===== src/rtl/fwd_pkg.sv =====
// Shared types for the forwarding/hazard controller: mux selector codes,
// shadow-stage entry layout and the selector priority function.
package fwd_pkg;

  localparam int RA_W_DEF = 5;

  localparam logic [1:0] FWD_REGFILE = 2'd0;
  localparam logic [1:0] FWD_MEMWB   = 2'd1;
  localparam logic [1:0] FWD_EXMEM   = 2'd2;

  localparam int NSTAGE = 3;
  localparam int IDEX   = 0;
  localparam int EXMEM  = 1;
  localparam int MEMWB  = 2;

  typedef struct packed {
    logic                valid;
    logic [RA_W_DEF-1:0] dest;
    logic                regwrite;
    logic                memread;
  } stage_t;

  // Register 0 is hard-wired, so a write to it is never a forwarding source.
  function automatic logic is_live(input stage_t s);
    return s.valid & s.regwrite & (s.dest != '0);
  endfunction

  // The newer producer wins. IDEX moves to EX/MEM while the consumer is in EX,
  // and EXMEM moves to MEM/WB.
  function automatic logic [1:0] fwd_select(input stage_t idex, input stage_t exmem,
                                            input logic used, input logic [RA_W_DEF-1:0] src);
    if (!used)                                return FWD_REGFILE;
    if (is_live(idex)  && idex.dest  == src)  return FWD_EXMEM;
    if (is_live(exmem) && exmem.dest == src)  return FWD_MEMWB;
    return FWD_REGFILE;
  endfunction

endpackage


===== src/rtl/fwd_stage_reg.sv =====
// One shadow pipeline entry: synchronous active-low clear, bubble load.
module fwd_stage_reg
  import fwd_pkg::*;
(
  input  logic   clk,
  input  logic   reset,
  input  logic   bubble,
  input  stage_t d,
  output stage_t q
);

  always_ff @(posedge clk) begin
    if (!reset)      q <= '0;
    else if (bubble) q <= '0;
    else             q <= d;
  end

endmodule


===== src/rtl/fwd_hazard_ctrl.sv =====
// EX operand forwarding selectors and load-use stall generation.
// Optional HAZARD_STATS_EN adds saturating stall/forward counters.
// The RA_W parameter must match fwd_pkg::RA_W_DEF, which sizes the shadow entries.
module fwd_hazard_ctrl
  import fwd_pkg::*;
#(
  parameter int RA_W  = RA_W_DEF,
  parameter int CNT_W = 32
) (
  input  logic             clk,
  input  logic             reset,
  input  logic             id_valid,
  input  logic [RA_W-1:0]  id_rs,
  input  logic [RA_W-1:0]  id_rt,
  input  logic             id_uses_rs,
  input  logic             id_uses_rt,
  input  logic [RA_W-1:0]  id_dest,
  input  logic             id_regwrite,
  input  logic             id_memread,
  input  logic             flush,
  output logic             stall,
  output logic [1:0]       forward_a,
  output logic [1:0]       forward_b,
  output logic [CNT_W-1:0] stall_count,
  output logic [CNT_W-1:0] fwd_count
);

  stage_t     stg [NSTAGE];
  stage_t     entry;
  logic       accept;
  logic [1:0] sel_a, sel_b;

  always_comb begin
    stall = id_valid & ~flush & is_live(stg[IDEX]) & stg[IDEX].memread &
            ((id_uses_rs & (id_rs == stg[IDEX].dest)) |
             (id_uses_rt & (id_rt == stg[IDEX].dest)));
  end

  assign accept = id_valid & ~stall & ~flush;
  assign entry  = '{valid: 1'b1, dest: id_dest, regwrite: id_regwrite, memread: id_memread};
  assign sel_a  = fwd_select(stg[IDEX], stg[EXMEM], id_uses_rs, id_rs);
  assign sel_b  = fwd_select(stg[IDEX], stg[EXMEM], id_uses_rt, id_rt);

  for (genvar i = 0; i < NSTAGE; i++) begin : g_stg
    stage_t d;
    logic   bub;
    if (i == 0) begin : g_head
      assign d   = entry;
      assign bub = ~accept;
    end else begin : g_tail
      assign d   = stg[i-1];
      assign bub = 1'b0;
    end
    fwd_stage_reg u_stg (.clk(clk), .reset(reset), .bubble(bub), .d(d), .q(stg[i]));
  end

  // Selectors line up with the instruction entering EX; bubbles read the regfile.
  always_ff @(posedge clk) begin
    if (!reset) begin
      forward_a <= FWD_REGFILE;
      forward_b <= FWD_REGFILE;
    end else if (accept) begin
      forward_a <= sel_a;
      forward_b <= sel_b;
    end else begin
      forward_a <= FWD_REGFILE;
      forward_b <= FWD_REGFILE;
    end
  end

`ifdef HAZARD_STATS_EN
  always_ff @(posedge clk) begin
    if (!reset) begin
      stall_count <= '0;
      fwd_count   <= '0;
    end else begin
      if (stall && stall_count != '1)
        stall_count <= stall_count + CNT_W'(1);
      if (accept && (sel_a != FWD_REGFILE || sel_b != FWD_REGFILE) && fwd_count != '1)
        fwd_count <= fwd_count + CNT_W'(1);
    end
  end
`else
  assign stall_count = '0;
  assign fwd_count   = '0;
`endif

endmodule


===== config.mk =====
export PLATFORM = sky130hd
export DESIGN_NAME = fwd_hazard_ctrl
export DESIGN_NICKNAME = d
export VERILOG_FILES = /design/src/rtl/fwd_pkg.sv /design/src/rtl/fwd_stage_reg.sv /design/src/rtl/fwd_hazard_ctrl.sv
export SDC_FILE = /design/constraint.sdc
export NUM_CORES = 1
export LEC_CHECK = 0
export CORE_AREA = 5 5 66 68
export CTS_CLUSTER_DIAMETER = 40
export CTS_CLUSTER_SIZE = 30
export DETAILED_ROUTE_END_ITERATION = 12
export DIE_AREA = 0 0 71 73
export GPL_TIMING_DRIVEN = 1
export PLACE_DENSITY = 0.84
export SYNTH_ARGS = -nofsm -noshare
export SYNTH_HDL_FRONTEND = slang
export SYNTH_SLANG_ARGS = --single-unit
export TNS_END_PERCENT = 10

===== constraint.sdc =====
create_clock -name clk -period 2.8 [get_ports clk]
set_input_delay 0.28 -clock clk [delete_from_list [all_inputs] [get_ports clk]]
set_output_delay 0.28 -clock clk [all_outputs]
set_load 0.05 [all_outputs]

== Word level (Yosys, flattened, before mapping) ==
Index checks and enable logic that the tools add are counted.
Operators by class
  bitwise gates (word level): 15
  multipliers: 0
  add/subtract/negate cells: 0
  eq/ne operators: 6
  shift operators: 0
  $lt $le $gt $ge: 0
  reductions and logical operators: 7
  div/mod/pow operators: 0
  multiplexer cells: 23
Operators with widths (count)
  5-bit equality test: 6
  2-bit 2-to-1 mux: 12
  1-bit AND: 12
  1-bit 2-to-1 mux: 10
  5-bit nonzero test: 2
  8-bit 2-to-1 mux: 1
  1-bit logical AND: 4
  1-bit inverter: 2
  2-bit AND reduction: 1
  1-bit bitwise OR: 1
Storage, ports and cells
  bits in latches: 0
  ROM bits: 0
  flip-flop bits (word level): 19
  memories: 0
  RAM bits: 0
  output and inout bits: 69

== Depth between registers and ports, before layout ==
  depth in word-level cells: 10
  mapped depth: 6

== Cells and area by module ==
Synthesis repeated with hierarchy kept, for this count alone.
Second synthesis, totals
  cells, all modules: 153
  area, all modules: 1392.6 um^2
By module, submodules not included
  fwd_hazard_ctrl: cells an instance 121, sequential area each 80.1 um^2, area each 932.1 um^2, instances 1
  fwd_stage_reg: cells an instance 16, sequential area each 160.2 um^2, area each 230.2 um^2, instances 2

== Worst setup path after synthesis ==
OpenSTA, ideal clock, no wires.
  path kind: register -> output
  start: register g_stg[0].u_stg.q[6] (netlist name)
  end: output stall
  cell stages (with the launch flop): 5
  arrival: 1.435 ns
  slack: 1.085 ns
  data required time: 2.520 ns
  buffers on the path: 1
  path through: dfxtp_1 -> or3_1 -> o311a_4 -> o2111a_4 -> buf_2
On the way
  longest elaborated chain between the ends: 5
RTL lines
  from (decl): RTL line fwd_stage_reg.sv:9  | output stage_t q
  from (signal assigned): RTL line fwd_stage_reg.sv:13  | if (!reset) q <= '0;
  from (signal assigned): RTL line fwd_stage_reg.sv:14  | else if (bubble) q <= '0;
  from (signal assigned): RTL line fwd_stage_reg.sv:15  | else q <= d;
  5-bit nonzero test: RTL line fwd_pkg.sv:25  | return s.valid & s.regwrite & (s.dest != '0);
  1-bit AND: RTL line fwd_pkg.sv:25
  1-bit AND (2 in a row): RTL line fwd_hazard_ctrl.sv:34  | stall = id_valid & ~flush & is_live(stg[IDEX]) & stg[IDEX].memread &
  1-bit AND (*): RTL line fwd_hazard_ctrl.sv:34
  to (decl): RTL line fwd_hazard_ctrl.sv:21  | output logic stall,
Mark *: on every way between the ends. The rest lies on a longest branch, timed or not.

== Final worst setup path ==
  start: input id_rs[2]
  end: output stall
On the way
  longest elaborated chain between the ends: 4
RTL lines
  from (decl): RTL line fwd_hazard_ctrl.sv:13  | input logic [RA_W-1:0] id_rs,
  5-bit equality test: RTL line fwd_hazard_ctrl.sv:35  | ((id_uses_rs & (id_rs == stg[IDEX].dest)) |
  1-bit AND: RTL line fwd_hazard_ctrl.sv:35
  1-bit bitwise OR: RTL line fwd_hazard_ctrl.sv:35
  1-bit AND: RTL line fwd_hazard_ctrl.sv:34
Every way passes these cells.

==> impl_summary.md <==
Global routing
Summed over all layers, the global routing overflow is 0. The global-route wire length before repair is 3484 µm. The initial antenna violation count is 0. Across every metal layer, demand over resource in global routing totals under 10%. The via count of the first global-routing pass is 796.

The pin count of the biggest net entering global routing is 14.

Drt
For this run, design rule violations remaining after detail routing come to 0. Once detail routing completed, the nets flagged for antenna violations numbered 0. The first TritonRoute pass finished after 4 iterations. The first routing iteration left 17 violations. The final routed wire length divided by cell count is 10.14 µm. In the routed layout, each cell is associated on average with a via count of 3.642. The via count is 845. After detailed routing, the total wire length is 2353 µm.

Clock network
Post-CTS repair changed the size of 0 cells. Clock-pin slew was measured on the worst setup and hold paths at 0.07 ns. The TritonCTS clock tree is yes. No sink is reached through more buffers than the 2 on the longest clock path. The number of levels in the clock H-tree is 1.

At the later pin of the worst-skew pair, clock insertion delay measures 0.26 ns. Buffers inserted during clock tree synthesis total 3. The post-cts hold buffer count is 0. CTS saw 19 sinks.

The tree is rooted in a sky130_fd_sc_hd__clkbuf_8. The number of buffers added for setup after CTS is 0.

Pwr
The total chip power is 0.7261 mW. In this run the power density over the cells is ~500 nW/µm². The leakage dissipation is 0.6929 nW.

The worst-case IR drop observed on VDD is roughly 0.00014 V.

Floorplan
The site row count is 23. For this configuration, the core starts out at a cell density of 35.14%. The floorplan die area is 5183 µm².

Pin placement for this block handled 92 I/O pins. In this run the vertical extent of the chip is 73 µm. The floorplan step defined a core boundary enclosing approximately 3800 µm².

The die boundary width is between 70 and 80 µm.

Logic synthesis
After Yosys synthesis, full adders, half adders and majority gates account for 0% of the synthesized area. Of the total synthesized cell area, the portion taken by XOR and XNOR cells is 13.12%. The leading area contributor after synthesis is sky130_fd_sc_hd__buf_4. For this run, the leading register cell type out of synthesis is sky130_fd_sc_hd__dfxtp_1.

The combinational family with the most area after synthesis is buffers and inverters. In the synthesized netlist, mux cells make up 0% of the area. The fraction of registers with async set/reset is 0%.

In this run the cell area of the synthesized design comes to 1335 µm². After synthesis, flip-flops and latches occupy between 20% and 30% of the total area. The post-synthesis cell type count is 21. The total of flip-flops plus latches after synthesis is 19.

The synthesized design contains 0 enable-type register cells. The number of instances in the synthesized netlist is 154. The basic-gate share of the synthesized area counting and, or, nand and nor cells is approximately 17%.

The count of warnings emitted by yosys is 0. The share of synthesized area in the top cell type comes to 35.99%. By area the synthesized netlist is led by sky130_fd_sc_hd__buf_4 (36%), sky130_fd_sc_hd__dfxtp_1 (28%), sky130_fd_sc_hd__xnor2_1 (7.9%), sky130_fd_sc_hd__xor2_1 (5.2%), sky130_fd_sc_hd__and2_1 (3.7%). A synthesized cell averages 8.669 µm².

The complex-gate fraction of the synthesized area is 4.780%.

Worst setup path
The kind of capture point of the worst setup path is an output pin. For the worst setup path, the data arrival time is approximately 1.8 ns. The number of cells traversed by the worst register-to-register path is 4. The type of the setup path with the least slack is in2out. The critical path required time is between 2 and 3 ns. The highest fanout seen on the critical path is 13. In this run the critical register-to-register path is launched from g_stg[0].u_stg.q[6]$_SDFF_PN0_. The capturing point of the worst reg2reg path is forward_a[0]$_SDFF_PP0_. The reg-to-reg setup timing slack is 1.08 ns. The nature of the critical path startpoint is a primary input.

Run status
The flow ran to the end, and the final reports show no timing, DRC or antenna violations.

Final layout
The synthesis-to-finish area growth is 9.278%. The fill cell instance count of the final layout is 426. The library cell used most frequently in the layout, excluding fill and tap cells, is sky130_fd_sc_hd__conb_1. Cells with a size suffix above 1 make up between 4 and 5% of the layout.

The top cell types in the final layout, fill and taps aside, are sky130_fd_sc_hd__conb_1 (64), sky130_fd_sc_hd__clkdlybuf4s50_1 (26), sky130_fd_sc_hd__dfxtp_1 (19), sky130_fd_sc_hd__xnor2_1 (12), sky130_fd_sc_hd__nor2_1 (12). The final net count is 206. The post-layout instance count excluding filler cells is 232. The repair_antennas step left the layout with diodes totalling 0.

STA
The remaining max-slew budget at the tightest pin is 66.78%. The accumulated negative setup slack is 0 ns. The worst setup margin is 0.7321 ns. Of the available clock period, the critical path in the final layout requires 73.85%. Setup violations remaining at the end of the flow were counted as 0. The max-slew violation count is 0. Timing would allow up to 0.4836 GHz.

The hold slack is between 0.4 and 0.5 ns. Clock skew on the completed layout was measured at 0.001147 ns. Setup repair after global routing left no endpoint under its margin. The total count of hold-check failures in the final report is 0. The worst path in the final design needs a cycle of between 2 and 2.5 ns, including I/O delays and setup. The actual slew at the worst max-slew pin is 0.4968 ns.

Hold path
The start point of the worst min-delay path is g_stg[0].u_stg.q[7]$_SDFF_PN0_. The path class of the tightest hold or removal check is reg2reg. The number of cells on the worst hold path is 1.

The worst hold path terminates at g_stg[1].u_stg.q[7]$_SDFF_PN0_.

Place
The number of port buffers is 27. The weighted congestion at the end of routability-driven global placement is 0.7878. In this run, placement finished with an instance count of 228.

Summed over all nets, the half-perimeter wirelength after detailed placement is 2011 µm. Timing analysis after detailed placement gives a worst setup slack of 0.7389 ns.

Run
The number of max-cap violations is 0.
## cell families after synthesis
kind of cell	count (synthesis)
AOI/OAI and AO/OA	4
xor gates and xnor gates	20
buffers and inverters	66
DFF	19
other	1
and+or+nand+nor	44
## state kept, by name, indices dropped and copies added, names as in the netlist
signal         count
g_stg.u_stg.q     15
forward_b          2
forward_a          2
## cell type report
| class | instances | area, µm² | share of cell area, % |
|---|---|---|---|
| clock buffer | 3 | 41.29 | 2.830 |
| timing repair buffer | 27 | 267.8 | 18.35 |
| multi-input combinational | 132 | 701.9 | 48.11 |
| sequential | 19 | 380.4 | 26.07 |
| tap | 50 | 62.56 | 4.288 |
| clock inverter | 1 | 5.005 | 0.3431 |
## cells in the mapped netlist (all sizes together) (2+ instances only)
master and number:
xnor2 12, nor4 3, nand3 3, dfxtp 19, xor2 8, nor2 12
nand2 9, nor2b 2, nand4 4, and2 8, buf 65
## per-stage QoR
stage / cell area (µm²) / util [%]
after floorplan: 1572 / -
after global placement: 1413 / 37.19
after CTS: 1459 / 38.41
final: 1459 / 38.41
after global routing: 1459 / 38.41
after detailed placement: 1413 / 37.19
## power breakdown
part | internal, mW | switching, mW | leakage (nW) | total [mW]
Sequential | 0.275 | 0.00490 | 0.154 | 0.280
Combinational | 0.0436 | 0.213 | 0.513 | 0.256
Clock | 0.0990 | 0.0906 | 0.0255 | 0.190
Total | 0.418 | 0.308 | 0.693 | 0.726
## worst max-delay path, cell delays in order
cell and delay (ns):
sky130_fd_sc_hd__clkdlybuf4s50_1 0.51, sky130_fd_sc_hd__xnor2_1 0.15, sky130_fd_sc_hd__nand3_1 0.11, sky130_fd_sc_hd__nor2_1 0.17, sky130_fd_sc_hd__o2111a_4 0.34, sky130_fd_sc_hd__buf_4 0.22
## per-layer routing
metal / global-route usage, % / part of all wire [%]
met3: 3.857 / 15
met5: 0 / 0
met4: 6.889 / 2.6
met2: 14.62 / 46
met1: 9.083 / 37
## how the worst max path moves through the flow
stage	start	end	slack, ns	depth (start not counted)
after global routing	id_rs[1]	stall	0.61	6
after global placement	id_rs[3]	stall	0.78	6
final	id_rs[2]	stall	0.73	6
after CTS	id_rs[2]	stall	0.74	6
after detailed placement	id_rs[2]	stall	0.74	6
after floorplan	g_stg[0].u_stg.q[6]$_SDFF_PN0_	stall	1.08	4
Power figures use the tool's default switching activity.
